`src/rtl/key_input_conditioner.sv`:
```
// Pushbutton conditioner: 2-flop sync, debounce, short/long press classification with sticky acked flags.
// keys_stable lags a clean raw edge by DEBOUNCE_CYCLES+2 edges; flags hold until event_ack. KEYIN_REPEAT_EN adds auto-repeat.
module key_input_conditioner #(
   parameter int          NUM_KEYS        = 2,
   parameter bit          ACTIVE_LOW      = 1'b1,
   parameter int unsigned DEBOUNCE_CYCLES = 1000000,
   parameter int unsigned LONG_CYCLES     = 50000000,
   parameter int unsigned REPEAT_CYCLES   = 10000000
) (
   input  logic                nReset,
   input  logic                clock,
   input  logic [NUM_KEYS-1:0] keys_raw,
   output logic [NUM_KEYS-1:0] keys_stable,
   output logic [NUM_KEYS-1:0] short_pending,
   output logic [NUM_KEYS-1:0] long_pending,
   input  logic [NUM_KEYS-1:0] event_ack,
   output logic [NUM_KEYS-1:0] repeat_pulse
);

   typedef enum logic [1:0] {
      IDLE      = 2'd0,
      PRESSED   = 2'd1,
      LONG_HELD = 2'd2
   } press_state_t;

   localparam logic [NUM_KEYS-1:0] RELEASED_LVL = {NUM_KEYS{ACTIVE_LOW}};
   localparam logic [31:0]         DEB_LAST     = 32'(DEBOUNCE_CYCLES - 1);
   localparam logic [31:0]         LONG_LAST    = 32'(LONG_CYCLES - 1);

   generate
      if (DEBOUNCE_CYCLES < 2 || LONG_CYCLES <= DEBOUNCE_CYCLES || REPEAT_CYCLES == 0) begin : g_param_check
         $error("key_input_conditioner: inconsistent cycle parameters");
      end
   endgenerate

   logic [NUM_KEYS-1:0] sync1_q, sync1_d;
   logic [NUM_KEYS-1:0] sync2_q, sync2_d;
   logic [NUM_KEYS-1:0] stable_q, stable_d;
   logic [NUM_KEYS-1:0] short_q, short_d;
   logic [NUM_KEYS-1:0] long_q, long_d;
   logic [31:0]         deb_cnt_q [NUM_KEYS];
   logic [31:0]         deb_cnt_d [NUM_KEYS];
   logic [31:0]         hold_q    [NUM_KEYS];
   logic [31:0]         hold_d    [NUM_KEYS];
   press_state_t        state_q   [NUM_KEYS];
   press_state_t        state_d   [NUM_KEYS];
   logic [NUM_KEYS-1:0] sync_n;
   logic [NUM_KEYS-1:0] rise;
`ifdef KEYIN_REPEAT_EN
   localparam logic [31:0] REP_LAST = 32'(REPEAT_CYCLES - 1);
   logic [NUM_KEYS-1:0] rep_q, rep_d;
`endif

   // Normalise after the second flop so everything downstream sees 1 = pressed.
   assign sync_n = sync2_q ^ {NUM_KEYS{ACTIVE_LOW}};

   always_comb begin
      sync1_d  = keys_raw;
      sync2_d  = sync1_q;
      stable_d = stable_q;
      short_d  = short_q & ~event_ack;
      long_d   = long_q & ~event_ack;
      rise     = '0;
`ifdef KEYIN_REPEAT_EN
      rep_d    = '0;
`endif
      for (int k = 0; k < NUM_KEYS; k++) begin
         deb_cnt_d[k] = '0;
         hold_d[k]    = hold_q[k];
         state_d[k]   = state_q[k];

         if (sync_n[k] != stable_q[k]) begin
            if (deb_cnt_q[k] == DEB_LAST) begin
               stable_d[k] = sync_n[k];
               rise[k]     = sync_n[k];
            end else begin
               deb_cnt_d[k] = deb_cnt_q[k] + 32'd1;
            end
         end

         // Entry uses the debounce decision itself so the hold count starts with the stable edge.
         case (state_q[k])
            IDLE: begin
               if (rise[k]) begin
                  state_d[k] = PRESSED;
                  hold_d[k]  = '0;
               end
            end
            PRESSED: begin
               if (!stable_q[k]) begin
                  short_d[k] = 1'b1;
                  state_d[k] = IDLE;
               end else if (hold_q[k] == LONG_LAST) begin
                  long_d[k]  = 1'b1;
                  state_d[k] = LONG_HELD;
                  hold_d[k]  = '0;
               end else begin
                  hold_d[k] = hold_q[k] + 32'd1;
               end
            end
            LONG_HELD: begin
               if (!stable_q[k]) begin
                  state_d[k] = IDLE;
`ifdef KEYIN_REPEAT_EN
               end else if (hold_q[k] == REP_LAST) begin
                  rep_d[k]  = 1'b1;
                  hold_d[k] = '0;
               end else begin
                  hold_d[k] = hold_q[k] + 32'd1;
`endif
               end
            end
            default: begin
               state_d[k] = IDLE;
            end
         endcase
      end
   end

   always_ff @(posedge clock or negedge nReset) begin
      if (!nReset) begin
         sync1_q  <= RELEASED_LVL;
         sync2_q  <= RELEASED_LVL;
         stable_q <= '0;
         short_q  <= '0;
         long_q   <= '0;
         for (int k = 0; k < NUM_KEYS; k++) begin
            deb_cnt_q[k] <= '0;
            hold_q[k]    <= '0;
            state_q[k]   <= IDLE;
         end
      end else begin
         sync1_q  <= sync1_d;
         sync2_q  <= sync2_d;
         stable_q <= stable_d;
         short_q  <= short_d;
         long_q   <= long_d;
         for (int k = 0; k < NUM_KEYS; k++) begin
            deb_cnt_q[k] <= deb_cnt_d[k];
            hold_q[k]    <= hold_d[k];
            state_q[k]   <= state_d[k];
         end
      end
   end

`ifdef KEYIN_REPEAT_EN
   always_ff @(posedge clock or negedge nReset) begin
      if (!nReset) begin
         rep_q <= '0;
      end else begin
         rep_q <= rep_d;
      end
   end

   assign repeat_pulse = rep_q;
`else
   assign repeat_pulse = '0;
`endif

   assign keys_stable   = stable_q;
   assign short_pending = short_q;
   assign long_pending  = long_q;

endmodule

```
`config.mk`:
```
export PLATFORM = sky130hd
export DESIGN_NAME = key_input_conditioner
export DESIGN_NICKNAME = d
export VERILOG_FILES = /design/src/rtl/key_input_conditioner.sv
export SDC_FILE = /design/constraint.sdc
export NUM_CORES = 1
export LEC_CHECK = 0
export CAP_MARGIN = 20
export CORE_MARGIN = 3
export CORE_UTILIZATION = 56
export CTS_BUF_LIST = sky130_fd_sc_hd__clkbuf_16
export CTS_CLUSTER_DIAMETER = 80
export DETAILED_ROUTE_END_ITERATION = 8
export PLACE_DENSITY = 0.73
export SLEW_MARGIN = 20
export SYNTH_ARGS = -nofsm -noshare
export SYNTH_HDL_FRONTEND = slang
export SYNTH_SLANG_ARGS = --single-unit
export TNS_END_PERCENT = 50
```
`constraint.sdc`:
```
create_clock -name clock -period 4.3 [get_ports clock]
set_clock_uncertainty 0.2 [all_clocks]
set_input_delay 1.075 -clock clock [delete_from_list [all_inputs] [get_ports clock]]
set_output_delay 1.075 -clock clock [all_outputs]
set_load 0.05 [all_outputs]
```
==> out/qor.yml, run 1 <==
status: "complete, no violations"
die-area_um2: 15300
clkSlewWorstSetupHoldPaths_ns: 0.06
synth_area_um2: 7759
grt_pass1_wl_um: 30210
met3_usage: 0.05223
hold_violations: 0
root_buffer: "clkbuf_16"
clockBufferDepth: 2
globalRouteMet1Util: 0.3375
drtAntennaViolNets: 0
crit_type: "reg2reg"
drive_above_1_share: 0.06200
synth_edf_count: 0
critical_path_arrival_ns: 3.32
yosys-top-cells-area: "dfrtp_1 45%, a31oi_1 6.6%, nand3_1 4.9%, nor2_1 4.6%, xnor2_1 4.1%"
cts_tree: "built"
ys_warn_count: 0
worst_r2r_path_depth: 7
wirelength_um: 17800
place_area_um2: 7979
die_y_um: 123.7
cellLeakagePower_nw: 3.324
start_util: 0.5790
setup_viol: 0
syn_area_per_cell_um2: 8.918
cts.sinks: 142
detail_route.vias_per_cell: 6.471
syn_to_final_growth_pct: 11.61
clock_latency_ns: 0.42
crit_fanout: 37
slew_headroom: 0.2885
finalCriticalPeriod_ns: 3.234
setup.worst_path.start_class: "flop"
post-cts-setup-buffers: 0
grt-ovfl-total: 0
power_w: 0.003108
fin_util: 0.6462
synth-seq-area-share: 0.4586
max-vdd-ir-drop_mv: 0.2807
period_share: 0.7522
dr.first_iter.drc_count: 599
ff_latch_area_um2: 3558
fmax_mhz: 309.2
synth_ff_type: "dfrtp_1"
die_w_um: 123.7
multiInputGateArea_um2: 3918
critPathCaptureType: "flop"
gr-usage-met2: 0.3903
grt_pass1_vias: 6355
yosysTopAreaCell: "dfrtp_1"
wire_per_inst_um: 17.00
gp_congestion: 0.8996
top_usage_layer: "met2"
cts_buffers: 17
postCtsHoldBufs: 0
vias: 6775
core_area_um2: 13400
synth_async_sr_flop_share: 1.000
dp_hpwl_um: 11530
cts-resized-gates: 0
synthCells: 870
grt_max_degree: 65
power_density_nw_per_um2: 358.9
stdcell_area_um2: 8660
whs_path_depth: 0
final.fill_count: 1096
htreeDepth: 4
slew_viol_final: 0
synth-seq-cells: 142
nets: 868
dr.pass1.iters: 6
diodes: 0
worst_pin_slew_ns: 1.067
hold_class: "reg2reg"
io_buffers: 11
pin_count: 14
drc: 0
setup_tns_ns: 0
yosys.area.top_type_share: 0.4451
cap_violations: 0
row_count: 42
antenna_found_initial: 0
synth_cell_types: 52
grtUsageTotal: 0.2442
rsz0062_at_grt: "no"
worst-endpoint-required_ns: 4.39
layout by cell type, fill, tap and decap left out, types with 22 or more instances in the layout:
cell	n
nor4_1	33
dfrtp_1	138
nor3_1	34
a31oi_1	81
nor2_1	93
nand4_1	46
xnor2_1	36
nand3_1	76
nand2_1	50
inv_1	27
nand3b_1	22
xor2_1	26
synth_stat cells, drive strengths merged (17+ instances only):
library cell,instances
dfrtp,138
nor2,95
a31oi,82
nand3,76
nand2,50
nand4,46
clkbuf,40
xnor2,36
nor3,34
nor4,33
inv,26
xor2,26
and3,22
nand3b,22
o21ai,18
and4,17
cell type report:
class                   count  area share
clock inverters            15     0.02875
repair buffers             20     0.02211
flip-flops and latches    142      0.4109
multi-input cells         651      0.4524
inverters                  26     0.01127
clock buffers              17     0.04913
well taps                 176     0.02543
flip-flops by register name, summed over array words and instances, names as in the netlist:
register	cells
long_pending	2
state_q	4
deb_cnt_q	64
short_pending	2
keys_stable	2
sync2_q	2
hold_q	64
sync1_q	2
kinds of logic (layout without fill, tap and decap cells):
logic type,count (synthesis),count (layout),synth area share
other cells,1,2,0.0004833
flops,142,142,0.4586
compound gates,139,139,0.1166
simple gates,441,441,0.3045
mux,3,3,0.003870
buf+inv,78,78,0.03951
fa+ha+maj,4,4,0.006451
xor+xnor,62,62,0.06999
per-layer routing:
layer | up-vias | share of wire
met5 | - | 0
li1 | 3211 | -
met3 | 26 | 0.046
met1 | 3356 | 0.46
met4 | 0 | 0.012
met2 | 182 | 0.49
final timing paths:
path	from	to	slack [ns]
worst max register to register	hold_q[0]	hold_q[2]	1.07
worst max-delay path	hold_q[0]	hold_q[2]	1.07
worst min-delay path	sync1_q[1]	sync2_q[1]	0.16
max in group asynchronous	nReset	hold_q[35]	2.69
worst min register to register	sync1_q[1]	sync2_q[1]	0.16
min in group asynchronous	nReset	deb_cnt_q[20]	0.45
report_power, final:
group | switching [W] | internal (W)
Sequential | 0.00000649 | 0.00134
Clock | 0.000564 | 0.00113
Combinational | 0.0000447 | 0.0000133
Total | 0.000615 | 0.00249
critical path, stage by stage, from the launching register on:
cell and delay (ns):
dfrtp_1 0.42, ha_1 0.22, nand3_1 0.18, nor4_1 0.86, nand3_1 0.46, buf_4 0.40, nand2_1 0.19, o221ai_1 0.14
metrics by stage:
stage	hold WS (ns)	instances	setup WS, ns
6_report	0.1586	1047	1.066
5_1_grt	0.1636	1047	0.6743
4_1_cts	0.1611	1047	1.106
3_5_place_dp	0.1487	1015	1.109
3_3_place_gp	0.1476	1015	1.185
2_1_floorplan	0.1452	871	1.561
(Power assumes the default switching activity.)
==> inputs of run 2 (changes only) <==
- clock period: 4.3 -> 3.2 ns (I/O delays scaled with it)
==> run 2 against run 1 <==
Net effect: largest power group unchanged; sequential cell count did not move; worst hold slack got worse by 0.014 ns; combinational power rose by 40%; register-to-register slack got worse by 0.76 ns; critical endpoint is now hold_q[55]; total power increased by 20%; core utilization fell by 0.62 points; clock power increased by 8%; sequential share of layout area rose by 0.40 points.
==> out/qor.yml, run 2 (synthesized netlist as in run 1, its figures left out) <==
gp_congestion: 0.9258
dr.first_iter.drc_count: 730
slowest_stage: "or4_1"
final_cell_count_no_fill: 1053
htreeDepth: 4
finalCriticalPeriod_ns: 2.897
grt_pass1_vias: 6508
final.fill_count: 1113
start_util: 0.5790
worst-endpoint-required_ns: 3.30
drive_above_1_share: 0.06157
final_cell_mix: "138 x dfrtp_1, 93 x nor2_1, 81 x a31oi_1"
slew_viol_final: 0
grtUsageTotal: 0.2521
hold_violations: 0
r2r_end: "hold_q[55]"
final_common_cell: "dfrtp_1"
crit_path_max_incr_delay_ns: 0.52
grt-ovfl-total: 0
setup_viol: 0
cp_top_family: "simple AND/OR/NAND/NOR gates"
power_density_nw_per_um2: 434.0
cts-resized-gates: 0
drtAntennaViolNets: 0
syn_to_final_growth_pct: 10.55
fin_util: 0.6401
critical_path_arrival_ns: 3.00
top_regs: "deb_cnt_q: 64 flops, hold_q: 64 flops, state_q: 4 flops"
core_area_um2: 13400
root_buffer: "clkbuf_16"
crit_type: "reg2reg"
dp_hpwl_um: 11970
wire_per_inst_um: 17.06
whs_ns: 0.1446
timing.final.ws_setup_ns: 0.3034
worst-path-buf-inv: 0
row_count: 42
cts_buffers: 17
dp_cells: 1021
detail_route.vias_per_cell: 6.441
status: "complete, no violations"
die_w_um: 123.7
grt_max_degree: 55
io_buffers: 11
grt_pass1_wl_um: 31100
clock_latency_ns: 0.42
pin_count: 14
worst_pin_slew_ns: 0.8237
cts_tree: "built"
setup_tns_ns: 0
postCtsHoldBufs: 0
r2r_slack_ns: 0.30
hold_class: "in2async"
rsz0062_at_grt: "no"
die-area_um2: 15300
wirelength_um: 17960
diodes: 0
slew_headroom: 0.4458
ff_latch_area_um2: 3558
crit_fanout: 11
vias: 6782
r2r-start: "deb_cnt_q[57]"
nets: 874
post-cts-setup-buffers: 0
clkSlewWorstSetupHoldPaths_ns: 0.06
critPathCaptureType: "flop"
multiInputGateArea_um2: 3913
clockBufferDepth: 2
fmax_mhz: 345.2
cp_cell_sequence: "or4_1 -> or4_1 -> o31a_2 -> or2_2 -> a221o_1"
antenna_found_initial: 0
cts.sinks: 142
crit_top_cell: "or4_1"
cap_violations: 0
setup.worst_path.start_class: "flop"
drc: 0
cellLeakagePower_nw: 3.308
max-vdd-ir-drop_mv: 0.3521
die_y_um: 123.7
worst_r2r_path_depth: 5
dr.pass1.iters: 6
period_share: 0.9052
dp_slack_ns: 0.3326
-- run 2: cell count changes in the layout (fill, tap and decap cells not counted) --
cell and change:
bufinv_16 -5, clkinvlp_4 -1, buf_4 +5, clkinv_1 +3, buf_12 +1, inv_1 +3
nor2_2 +1, nor2_4 -1
-- run 2: layout make-up --
class,instances,area share
clock inverter,15,0.01327
tap,176,0.02567
sequential,142,0.4149
clock buffer,17,0.04960
inverter,26,0.01138
timing repair buffer,26,0.02903
multi-input combinational,651,0.4562
-- run 2: where the power goes --
| part | internal [W] | leakage, nW | switching [W] | total [W] |
|---|---|---|---|---|
| clock network | 0.00111 | 0.283 | 0.000712 | 0.00183 |
| registers | 0.00181 | 1.97 | 0.00000884 | 0.00182 |
| logic | 0.0000202 | 1.06 | 0.0000606 | 0.0000808 |
| total | 0.00294 | 3.31 | 0.000782 | 0.00372 |
-- run 2: worst max path at each step --
stage,startpoint,to,slack [ns],cells past startpoint
after global placement,deb_cnt_q[57],hold_q[55],0.35,5
after global routing,deb_cnt_q[57],hold_q[55],0.21,5
after detailed placement,deb_cnt_q[57],hold_q[55],0.33,5
final,deb_cnt_q[57],hold_q[55],0.30,5
after CTS,keys_stable[0],keys_stable[0],0.30,1
after floorplan,deb_cnt_q[57],state_q[2],0.46,5
-- run 2: through the flow --
step           total power, W  cell area (um^2)
2_1_floorplan        0.001875              7762
3_3_place_gp         0.001928              8031
3_5_place_dp         0.001931              8031
4_1_cts              0.003757              8571
5_1_grt              0.003863              8577
6_report             0.003722              8577
-- run 2: layer usage --
layer,routed length [um],GRT usage,share of wire,up-vias
met2,8790,0.4032,0.49,199
met4,323,0.08512,0.018,0
met1,8012,0.3434,0.45,3331
met5,0,0,0,-
li1,-,-,-,3223
met3,832,0.05223,0.046,29
